<file path="src/rtl/countdown_timer.sv">
// Loadable down-counter with pause and abort; emits a one-cycle done pulse
// when a countdown reaches zero. Four-state control FSM around a T-flip-flop style decrementer.
module countdown_timer #(
  parameter int WIDTH = 8
) (
  input  logic             sysclk,
  input  logic             rst,
  input  logic             load_valid,
  input  logic [WIDTH-1:0] load_value,
  output logic             load_ready,
  input  logic             pause,
  input  logic             abort,
  output logic [WIDTH-1:0] count,
  output logic             busy,
  output logic             done,
  output logic [1:0]       state_dbg
);

  typedef enum logic [1:0] {
    IDLE   = 2'd0,
    RUN    = 2'd1,
    PAUSED = 2'd2,
    DONE   = 2'd3
  } state_t;

  state_t           state_q, state_d;
  logic [WIDTH-1:0] count_q, count_d;
  logic [WIDTH-1:0] toggle;
  logic [WIDTH-1:0] count_dec;
  logic             load_accept;

  // Bit i flips exactly when every lower bit is zero.
  assign toggle[0] = 1'b1;
  for (genvar i = 1; i < WIDTH; i++) begin : g_toggle
    assign toggle[i] = ~|count_q[i-1:0];
  end
  assign count_dec = count_q ^ toggle;

  assign load_ready  = (state_q == IDLE) || (state_q == DONE);
  assign load_accept = load_valid && load_ready && !abort;

  always_ff @(posedge sysclk or posedge rst) begin
    if (rst) begin
      state_q <= IDLE;
      count_q <= '0;
    end else begin
      state_q <= state_d;
      count_q <= count_d;
    end
  end

  always_comb begin
    state_d = state_q;
    count_d = count_q;
    if (abort) begin
      state_d = IDLE;
      count_d = '0;
    end else begin
      case (state_q)
        IDLE, DONE: begin
          state_d = IDLE;
          if (load_accept) begin
            count_d = load_value;
            state_d = (load_value == '0) ? DONE : RUN;
          end
        end
        RUN: begin
          if (pause) begin
            state_d = PAUSED;
          end else if (count_q != '0) begin
            count_d = count_dec;
            if (count_q == {{(WIDTH-1){1'b0}}, 1'b1}) state_d = DONE;
          end else begin
            // Defensive: RUN should never hold zero, but never wrap.
            state_d = DONE;
          end
        end
        PAUSED: begin
          if (!pause) state_d = RUN;
        end
        default: state_d = IDLE;
      endcase
    end
  end

  assign count     = count_q;
  assign busy      = (state_q == RUN) || (state_q == PAUSED);
  assign done      = (state_q == DONE);
  assign state_dbg = state_q;

endmodule
</file>
<file path="config.mk">
export PLATFORM = sky130hd
export DESIGN_NAME = countdown_timer
export DESIGN_NICKNAME = d
export VERILOG_FILES = /design/src/rtl/countdown_timer.sv
export SDC_FILE = /design/constraint.sdc
export NUM_CORES = 1
export LEC_CHECK = 0
export ABC_AREA = 1
export BUFFER_PORTS_ARGS = -buffer_cell sky130_fd_sc_hd__clkbuf_2
export CELL_PAD_IN_SITES_DETAIL_PLACEMENT = 1
export CELL_PAD_IN_SITES_GLOBAL_PLACEMENT = 2
export CORE_AREA = 10 10 50 91
export DETAILED_ROUTE_END_ITERATION = 10
export DIE_AREA = 0 0 60 101
export GPL_TIMING_DRIVEN = 0
export PLACE_DENSITY_LB_ADDON = 0.1
export SLEW_MARGIN = 20
export SYNTH_ARGS = -nofsm -noshare
export SYNTH_HDL_FRONTEND = slang
export SYNTH_SLANG_ARGS = --single-unit
</file>
<file path="constraint.sdc">
create_clock -name sysclk -period 2.57 [get_ports sysclk]
set_input_delay 0.514 -clock sysclk [delete_from_list [all_inputs] [get_ports sysclk]]
set_output_delay 0.514 -clock sysclk [all_outputs]
set_load 0.05 [all_outputs]
</file>
Word level (Yosys, flattened, before mapping)
Index checks and enable logic that the tools add are counted.
{"block": "word_totals", "ff_bits": 10, "latch_bits": 0, "ramBits": 0, "rom_bits": 0, "input_bits": 13, "out_inout_bits": 13, "elab_cells": 50, "memories": 0}
{"block": "op_classes", "add_sub_neg": 0, "n_mul": 0, "div_mod_pow": 0, "magnitude_cmp": 0, "n_eq_ne": 9, "n_shift": 0, "n_mux": 13, "bitwise": 1, "n_reduce_logical": 25}
{"operator": "$mux 8", "count": 4}
{"operator": "$pmux 8 s2", "count": 1}
{"operator": "$mux 2", "count": 7}
{"operator": "$ne 3x3->1 const B", "count": 4}
{"operator": "$eq 8x1->1 const B", "count": 1}
{"operator": "$logic_not 1->1", "count": 8}
{"operator": "$logic_not 8->1", "count": 1}
{"operator": "$reduce_bool 8->1", "count": 1}
{"operator": "$xor 8x8->8", "count": 1}
{"operator": "$reduce_or 7->1", "count": 1}
{"operator": "$pmux 2 s3", "count": 1}
{"operator": "$reduce_or 6->1", "count": 1}
{"operator": "$ne 5x5->1 const B", "count": 1}
{"operator": "$reduce_or 5->1", "count": 1}
{"operator": "$eq 2x2->1 const B", "count": 2}
{"operator": "$reduce_and 4->1", "count": 1}
{"operator": "$reduce_or 2->1", "count": 2}
{"operator": "$reduce_or 4->1", "count": 1}
{"operator": "$reduce_bool 3->1", "count": 1}
{"operator": "$reduce_or 3->1", "count": 1}
{"operator": "$eq 2x1->1 const B", "count": 1}
{"operator": "$logic_and 1x1->1", "count": 2}
{"operator": "$logic_not 2->1", "count": 1}
{"operator": "$logic_or 1x1->1", "count": 2}
{"operator": "$reduce_and 2->1", "count": 1}

Logic depth before layout (Yosys ltp)
Gate-level depths: netlist (run 1).
{"block": "logic_depth", "ltp_word": 7, "depth_mapped": 9, "ltp_nobuf": 9}

Worst setup path after synthesis (run 1)
Ideal clock, no wire load.
{"block": "synth_path", "path_kind": "flip-flop to flip-flop", "startpoint": "reg state_q[0], in the netlist state_dbg[0]", "endpoint": "reg state_q[1], in the netlist state_dbg[1]", "setup_time_ns": 0.083, "arrival_time_ns": 2.411, "required_time_ns": 2.487, "setup_slack_ns": 0.076, "stages_incl_launch_ff": 8, "path_buffers": 0, "synth_period_minus_slack_ns": 2.494, "cell_sequence": "dfrtp_1 > inv_1 > ha_1 > inv_1 > or2_2 > nor2_1 > a21oi_1 > o21ai_0"}
{"block": "synth_via", "elab_chain_len": 7, "elab_cells_between_ends": 14, "classes_between": "eq/ne: 5; mux: 3; reduce/logical: 6"}
{"item": "from (decl)", "line_no": "26", "text": "state_t state_q, state_d;"}
{"item": "from (signal assigned)", "line_no": "47", "text": "state_q <= state_d;"}
{"item": "$eq 2x2->1 or $logic_not 2->1 (tied branches)", "line_no": "39", "text": "assign load_ready = (state_q == IDLE) || (state_q == DONE);"}
{"item": "$logic_or 1x1->1 (*)", "line_no": "39"}
{"item": "via load_ready", "line_no": "10", "text": "output logic load_ready,"}
{"item": "$logic_and 1x1->1 (*) (2 in a row)", "line_no": "40", "text": "assign load_accept = load_valid && load_ready && !abort;"}
{"item": "$mux 2 (*)", "line_no": "62", "text": "if (load_accept) begin"}
{"item": "$pmux 2 s3 (*)", "line_no": "59", "text": "case (state_q)"}
{"item": "$mux 2 (*)", "line_no": "55", "text": "if (abort) begin"}
The timed path passes the listed nets; every way through them passes the cells marked *.
A chain may end at the register's enable or synchronous reset.

Worst setup path in the final report (run 1)
{"block": "layout_path", "startpoint": "reg state_q[0], in the netlist state_dbg[0]", "endpoint": "out busy"}
{"block": "layout_via", "elab_chain_len": 2, "elab_cells_between_ends": 3, "classes_between": "eq/ne: 2; reduce/logical: 1"}
{"item": "$eq 2x1->1 or $eq 2x2->1 (tied branches)", "line_no": "87", "text": "assign busy = (state_q == RUN) || (state_q == PAUSED);"}
{"item": "$logic_or 1x1->1 (*)", "line_no": "87"}
{"item": "to (decl)", "line_no": "14", "text": "output logic busy,"}
Mark *: on every way between the ends. The rest lies on a longest branch, timed or not.

==> results of run 1 <==
[kinds of logic (layout without fill, tap and decap cells)]
kind of cell,after synthesis,count (layout),share of synthesized area
XOR/XNOR,2,2,0.02012
AO/OA/AOI/OAI,18,18,0.1480
AND/OR/NAND/NOR,60,60,0.3348
flip-flops,10,10,0.2874
adder cells (fa/ha/maj),7,7,0.1006
buffers and inverters,19,48,0.1092
[layer usage]
layer / track usage / up-vias / part of all wire
met5: 0 / - / 0
met4: 0.04688 / 0 / 0.022
met3: 0.02273 / 5 / 0.043
met2: 0.1823 / 17 / 0.57
met1: 0.09177 / 403 / 0.36
li1: - / 432 / -
[per-stage QoR]
stage,instances,power (mW),util
after global placement,172,0.6088,0.3316
after global routing,176,0.8732,0.3492
final,176,0.8065,0.3492
after floorplan,116,0.5141,-
after detailed placement,172,0.6148,0.3316
after CTS,176,0.8260,0.3492
[cells in the mapped netlist]
cell / count
nand3_2: 2
dfrtp_1: 10
ha_1: 7
nand2_2: 3
buf_12: 1
clkbuf_1: 1
o211ai_1: 5
inv_1: 15
nand3b_1: 1
buf_6: 1
inv_2: 1
o21ai_0: 4
xor2_1: 2
or2_2: 1
a21oi_1: 2
nor3_1: 3
nand3_4: 1
o21ai_2: 7
nor2_1: 10
nand4_1: 1
nor2_2: 3
nand2_1: 25
nand3_1: 10
[flip-flops by register name, summed over array words and instances, names as in the netlist]
name       count
count          8
state_dbg      2
[power groups by stage]
stage                     clock [mW]  combinational, mW  sequential (mW)
after global routing           0.216              0.432            0.225
after global placement             0              0.387            0.222
after detailed placement           0              0.392            0.223
after floorplan                    0              0.204            0.310
final                          0.203              0.384            0.219
after CTS                      0.211              0.395            0.220
[final timing paths]
path	endpoint	slack [ns]	depth (start not counted)
worst min register to register	count[1]$_DFFE_PP0P_	0.53	2
worst min-delay path	count[2]$_DFFE_PP0P_	0.24	2
min in group sysclk	count[1]$_DFFE_PP0P_	0.53	2
max in group asynchronous	count[7]$_DFFE_PP0P_	2.04	2
worst max-delay path	busy	0.53	4
worst max register to register	count[3]$_DFFE_PP0P_	0.90	8
[final cells by class]
type | count | area (sq um)
Buffer | 3 | 35.03
Clock buffer | 4 | 55.05
Fill cell | 411 | 2031
Inverter | 16 | 60.06
Multi-Input combinational cell | 87 | 525.5
Sequential cell | 10 | 250.2
Tap cell | 31 | 38.79
Timing Repair Buffer | 25 | 125.1
==> impl_results.md, run 1 <==
* Unique masters post-synth at 23
* #FFs+latches synth at 10
* Detailed Place HPWL at between 2000 and 2500 um
* Commonest non-fill, non-tap cells in the layout: nand2_1 (25), clkbuf_2 (25), inv_1 (15)
* Placer Congestion at around 0.75
* Switching share of total power at 0.4598
* Layout Area Growth over Synthesis at 25.14%
* 1st-iter DRT viols at 9
* Leakage at 0.5610 nW
* Residual DRC count at 0
* Sink Count at 10
* First-pass GRT wire length at between 4000 and 5000 um
* Synthesized area at 870.8 sq um
* Antenna-violating nets left at 0
* Vias in the first global route at between 900 and 1000
* Via count at ~860
* Slowest CP cell: dfrtp_1
* PwrDens at approximately 740 mW/mm^2
* Final hold vios at 0
* Top post-synthesis cells by area: dfrtp_1 (29%), nand2_1 (11%), ha_1 (10%)
* Slew Limit Fails at 0
* Combinational share of power at 0.476
* Core Area at approximately 0.0031 sq mm
* Final min period at 2.041 ns
* Post-CTS Setup Bufs at 0
* Crit path max fanout at 5
* Startpoint Class: flop
* DIE HEIGHT at approximately 100 um
* Post-synth top area share at 0.2874
* Maximum clock path buffer count at 2
* Worst hold slack at approximately 0.24 ns
* Antenna diodes at 0
* Wire per inst at roughly 15 um
* Number of CTS-inserted buffers at 3
* Clock power frac at 0.252
* Crit path cell chain: inv_1 -> ha_1 -> inv_1 -> clkbuf_2
* Vias/cell at 4.869
* Worst path max stage delay at 0.42 ns
* CP Buf/Inv Count at 3
* Achievable Freq at 489.9 MHz
* Share of cells above drive strength 1 at 0.3379
* CTS tree: yes
* GRT overflow at 0
* Root buffer cell: clkbuf_8
* Yosys warning count at 0
* Post-cts resize count at 0
* HP Class: primary input to asynchronous set/reset pin
* Final setup TNS at 0 ns
* Worst setup startpoint: state_dbg[0]$_DFFE_PP0P_
* Avg Synthesized Cell Area at 7.507 sq um
* Initial Utilization at 0.2791
* Sequential share of the synthesized area at 0.2874
* I/O Buffers at 25
* Placement Setup Slack at approximately 0.8 ns
* Worst path arrival time at between 1.5 and 2 ns
* Final WL at approximately 2600 um
* Yosys top cell by area: dfrtp_1
* Flop pwr share at 0.272
* H-tree Lvls at 1
* Top delay family on crit path: buffers and inverters
* Gate Count Post-Synth at between 100 and 150
* Worst-Margin Slew at 0.4215 ns
* P_sw at approximately 0.37 mW
* Clock slew at reported path FFs at approximately 0.05 ns
* Max Cap Viol at 0
* Post-DP Area at 0.001035 sq mm
* Top cell by count, worst path: inv_1
* Final instance area at 0.001090 sq mm
* Hold_buf cts at 0
* Crit share post-route at 0.7943
* DIE AREA at 0.006060 sq mm
* Worst VDD drop at ~0.00022 V
* Setup skew after layout at 0.003227 ns
* Pin count of the biggest net entering global routing at 11
* Final worst slack at 0.5287 ns
* Finish-stage setup viols at 0
* Pint at approximately 0.44 mW
* Die Wd at 60 um
* Fin nets at roughly 170
* Initial antenna violation count at 0
* Critical path class: flop to output pin
* R2r startpoint: state_dbg[1]$_DFFE_PP0P_
* Max_slew headroom at 0.7190
* CP Capture Type: output pin
* RSZ-0062 raised after global routing: no
* I/O pins at 26
* Synth Net Count at around 140
* GRT Util Overall at 0.09751
* WP data required at 2.06 ns
* Row cnt at 29
* Status: finished clean
* Clock Latency Late Sink at roughly 0.24 ns
* First-pass DRT Iterations at 4
Power figures use the tool's default switching activity.
==> inputs of run 2 (changes only) <==
CORE_AREA = 10 10 52 94   (was 10 10 50 91)
DIE_AREA = 0 0 62 104   (was 0 0 60 101)
clock period = 2.1 ns   (was 2.57 ns; I/O delays follow)
==> impl_results.md, run 2 (same netlist as run 1, synthesis figures left out) <==
* Status: finished clean
* Crit path cell chain: inv_1 -> ha_4 -> inv_1 -> clkbuf_2
* Max reg flops at 8 (unchanged)
* Slew Limit Fails at 0 (unchanged)
* Antenna diodes at 0 (unchanged)
* Final WL at 2666 um (+3.3%)
* Clock slew at reported path FFs at 0.06 ns (about the same)
* Number of CTS-inserted buffers at 3 (unchanged)
* CP Capture Type: output pin
* GRT Util Overall at 0.09108 (-0.006436)
* Detailed Place HPWL at 2275 um (+1.5%)
* Startpoint Class: flop
* Post-CTS Setup Bufs at 0 (unchanged)
* Vias in the first global route at 925 (-3.1%)
* Commonest non-fill, non-tap cells in the layout: nand2_1 (25), clkbuf_2 (25), inv_1 (15)
* Pin count of the biggest net entering global routing at 11 (unchanged)
* I/O Buffers at 25 (unchanged)
* Vias/cell at 4.404 (-9.6%)
* DIE AREA at 0.006448 sq mm (+6.4%)
* Clock Latency Late Sink at 0.24 ns (about the same)
* Share of cells above drive strength 1 at 0.3517 (+0.01379)
* 1st-iter DRT viols at 8 (-1)
* CTS tree: yes
* Core Area at 0.003416 sq mm (+9.5%)
* WP data required at 1.68 ns (-0.38 ns)
* Crit path max fanout at 5 (unchanged)
* Row cnt at 30 (+3.4%)
* Root buffer cell: clkbuf_8
* Wire per inst at 13.81 um (-5.8%)
* Initial Utilization at 0.2549 (-0.02412)
* Final hold vios at 0 (unchanged)
* Slowest CP cell: dfrtp_2
* Via count at 850 (-0.82%)
* First-pass DRT Iterations at 3 (-1)
* Setup skew after layout at 0.008653 ns (+0.005426 ns)
* First-pass GRT wire length at 4471 um (-3.0%)
* GRT overflow at 0 (unchanged)
* Die Wd at 62 um (+3.3%)
* Placer Congestion at 0.7445 (-0.27%)
* HP Class: primary input to asynchronous set/reset pin
* Final min period at 1.851 ns
* Top delay family on crit path: buffers and inverters
* Layout Area Growth over Synthesis at 29.17%
* DIE HEIGHT at 104 um (+3.0%)
* Crit share post-route at 0.8815
* Residual DRC count at 0 (unchanged)
* Final setup TNS at 0 ns (unchanged)
* Fin nets at 166 (unchanged)
* Final instance area at 0.001125 sq mm (+3.2%)
* Critical path class: flop to output pin
* Post-cts resize count at 0 (unchanged)
* Worst VDD drop at 0.0002839 V (+32%)
* PwrDens at 887.0 mW/mm^2 (+20%)
* CP Buf/Inv Count at 3 (unchanged)
* Max Cap Viol at 0 (unchanged)
* Max_slew headroom at 0.7241 (+0.005142)
* Leakage at 0.5598 nW (-0.22%)
* Top cell by count, worst path: inv_1
* Sink Count at 10 (unchanged)
* RSZ-0062 raised after global routing: no
* Antenna-violating nets left at 0 (unchanged)
* Post-DP Area at 0.001070 sq mm (+3.4%)
* Worst path max stage delay at 0.44 ns (+0.02 ns)
* H-tree Lvls at 1 (unchanged)
* Initial antenna violation count at 0 (unchanged)
* Finish-stage setup viols at 0 (unchanged)
* Achievable Freq at approximately 540 MHz
* Hold_buf cts at 0 (unchanged)
* I/O pins at 26 (unchanged)
* Maximum clock path buffer count at 2 (unchanged)
* Worst path arrival time at 1.43 ns (-0.10 ns)
* Worst-Margin Slew at 0.4133 ns (-0.008168 ns)
[run 2: cell type report]
type,count,area [sq um]
flip-flops and latches,10,251.5
inverters,16,60.06
plain buffers,3,35.03
repair buffers,25,125.1
clock buffers,4,55.05
fillers,445,2291
well taps,48,60.06
multi-input cells,87,538.0
[run 2: report_power, final]
part           switching (mW)  internal [mW]
registers              0.0444          0.226
logic                   0.329          0.145
clock network          0.0881          0.166
total                   0.461          0.537
[run 2: metal layers]
layer	global-route usage	part of all wire	up-vias
li1	-	-	435
met1	0.09433	0.37	395
met2	0.1566	0.56	16
met3	0.02445	0.048	4
met4	0.04341	0.017	0
met5	0	0	-
[run 2: worst paths after layout]
path,cells after the start,end,slack [ns],startpoint
min,2,count[1]$_DFFE_PP0P_,0.14,rst
min in group sysclk,3,count[0]$_DFFE_PP0P_,0.52,load_value[0]
max reg2reg,8,count[3]$_DFFE_PP0P_,0.39,state_dbg[1]$_DFFE_PP0P_
min reg2reg,2,count[1]$_DFFE_PP0P_,0.52,count[1]$_DFFE_PP0P_
max in group asynchronous,2,state_dbg[0]$_DFFE_PP0P_,1.65,rst
max,4,busy,0.25,state_dbg[0]$_DFFE_PP0P_
[run 2: per-stage QoR]
stage | setup slack [ns] | util | hold slack, ns | instances | total power, mW
finish | 0.2489 | 0.3293 | 0.1359 | 193 | 0.9977
global route | 0.1803 | 0.3293 | 0.1793 | 193 | 1.071
CTS | 0.2349 | 0.3293 | 0.1635 | 193 | 1.016
detailed placement | 0.3465 | 0.3132 | 0.4269 | 189 | 0.7582
global placement | 0.3555 | 0.3132 | 0.4171 | 189 | 0.7517
floorplan | 0.05099 | - | 0.2601 | 116 | 0.6358
==> inputs of run 3 (changes only) <==
CORE_AREA = 10 10 53 97   (was 10 10 52 94)
DIE_AREA = 0 0 63 107   (was 0 0 62 104)
clock period = 1.7 ns   (was 2.1 ns; I/O delays follow)
==> impl_results.md, run 3 (same netlist as run 1, synthesis figures left out) <==
* Status: finished clean
* First-pass GRT wire length at 4464 um (-0.16%)
* Fillers at 477 (+7.2%)
* Maximum clock path buffer count at 2 (unchanged)
* H-tree Lvls at 1 (unchanged)
* 1st-iter DRT viols at 9 (+1)
* RSZ-0062 raised after global routing: yes
* Crit path cell chain: ha_4 -> clkinvlp_4 -> clkbuf_8
* GRT overflow at 0 (unchanged)
* GRT Util Overall at 0.08325 (-0.007832)
* Sink Count at 10 (unchanged)
* Total power at 1.254 mW (+26%)
* I/O Buffers at 25 (unchanged)
* Achievable Freq at slightly above 600 MHz
* Initial Utilization at 0.2414 (-0.01353)
* Residual DRC count at 0 (unchanged)
* Worst path max stage delay at 0.43 ns (about the same)
* Via count at 867 (+2.0%)
* Core Area at 0.003607 sq mm (+5.6%)
* Max_slew headroom at 0.7129 (-0.01120)
* DIE AREA at 0.006741 sq mm (+4.5%)
* Row cnt at 31 (+3.3%)
* Commonest non-fill, non-tap cells in the layout: clkbuf_2 (25), nand2_1 (23), inv_1 (12)
* CP Capture Type: output pin
* Max reg flops at 8 (unchanged)
* Layout Area Growth over Synthesis at 34.77%
* Worst VDD drop at 0.0003471 V (+22%)
* Antenna-violating nets left at 0 (unchanged)
* Slowest CP cell: dfrtp_2
* Initial antenna violation count at 0 (unchanged)
* I/O pins at 26 (unchanged)
* CTS tree: yes
* Final WL at 2759 um (+3.5%)
* Detailed Place HPWL at 2363 um (+3.9%)
* Share of cells above drive strength 1 at 0.4189 (+0.06719)
* Die Wd at 63 um (+1.6%)
* Vias in the first global route at 916 (-0.97%)
* Crit path max fanout at 5 (unchanged)
* Worst hold slack at 0.06975 ns (-0.06619 ns)
* Worst path arrival time at 1.31 ns (-0.12 ns)
* Leakage at 0.5720 nW (+2.2%)
* Antenna diodes at 0 (unchanged)
* DIE HEIGHT at 107 um (+2.9%)
* Placer Congestion at 0.7724 (+3.7%)
* PwrDens at 1068 mW/mm^2 (+20%)
* Max Cap Viol at 0 (unchanged)
* Worst-Margin Slew at 0.4301 ns (+0.01679 ns)
* Commonest non-fill, non-tap cell in the layout: clkbuf_2
* Slew Limit Fails at 0 (unchanged)
* Vias/cell at 4.401 (about the same)
* Final hold vios at 0 (unchanged)
* Setup skew after layout at 0.002831 ns (-0.005822 ns)
* Critical path class: flop to output pin
* Startpoint Class: flop
* Wire per inst at 14.01 um (+1.4%)
* Number of CTS-inserted buffers at 3 (unchanged)
* Root buffer cell: clkbuf_8
* Finish-stage setup viols at 0 (unchanged)
* Clock Latency Late Sink at 0.24 ns (about the same)
* WP data required at 1.36 ns (-0.32 ns)
* R2r startpoint: count[0]$_DFFE_PP0P_
* Final min period at 1.650 ns
* Worst setup startpoint: state_dbg[1]$_DFFE_PP0P_
* Hold_buf cts at 0 (unchanged)
* Crit share post-route at 0.9706
* Pin count of the biggest net entering global routing at 11 (unchanged)
* Clock slew at reported path FFs at 0.05 ns (about the same)
* HP Class: primary input to asynchronous set/reset pin
* Fin nets at 169 (+1.8%)
* First-pass DRT Iterations at 3 (unchanged)
==> run 3: cell count changes in the layout (fill, tap and decap cells not counted), sizes merged <==
cell / before / now
buf: 2 / 5
clkinvlp: 0 / 1
inv: 16 / 15
==> run 3: worst paths after layout <==
check / slack, ns / end / cells past startpoint
max in group asynchronous: 1.31 / state_dbg[1]$_DFFE_PP0P_ / 2
min: 0.07 / count[1]$_DFFE_PP0P_ / 2
max reg2reg: 0.15 / count[5]$_DFFE_PP0P_ / 8
min reg2reg: 0.53 / count[1]$_DFFE_PP0P_ / 2
max: 0.05 / busy / 3
min in group sysclk: 0.45 / count[1]$_DFFE_PP0P_ / 3
==> run 3: critical path: cells and delay by family, from the launching register on <==
family / cells / cell delay (ns)
flops: 1 / 0.43
buf+inv: 2 / 0.32
fa+ha+maj: 1 / 0.31
==> run 3: cell type report <==
cell class,count,area (sq um),share of cell area
inverters,16,63.81,0.05437
multi-input cells,87,548.0,0.4669
plain buffers,3,36.28,0.03092
repair buffers,28,156.4,0.1333
well taps,49,61.31,0.05224
clock buffers,4,55.05,0.04691
flip-flops and latches,10,252.7,0.2154
==> run 3: metrics by stage <==
step                      cell area [sq um]  setup TNS (ns)  setup WS (ns)  utilization  std cells
after floorplan                       897.1          -2.436        -0.2988            -        116
after global placement                 1084        -0.04436       -0.01378       0.3004        190
after detailed placement               1084        -0.05727       -0.01658       0.3004        190
after CTS                              1147               0        0.01482       0.3181        194
after global routing                   1174       -0.008489      -0.008489       0.3254        197
final                                  1174               0        0.04990       0.3254        197
==> run 3: repair_timing <==
action | 4_1_cts | 5_1_grt
gates resized for setup | 3 | 4
pin swaps | 0 | 1
buffers inserted | 0 | 3
setup endpoints to repair | 5 | 10
gates cloned | 0 | 0
==> run 3: where the power goes <==
| group | switching (mW) | total (mW) | internal, mW |
|---|---|---|---|
| Sequential | 0.0562 | 0.335 | 0.279 |
| Clock | 0.102 | 0.307 | 0.204 |
| Combinational | 0.415 | 0.612 | 0.197 |
| Total | 0.573 | 1.25 | 0.680 |
==> run 3: layer usage <==
metal / wire length [um] / part of all wire / up-vias / GRT usage
met3: 108 / 0.039 / 5 / 0.01877
met4: 52 / 0.019 / 0 / 0.03859
met2: 1577 / 0.57 / 16 / 0.1635
met5: 0 / 0 / - / 0
li1: - / - / 439 / -
met1: 1020 / 0.37 / 407 / 0.07739
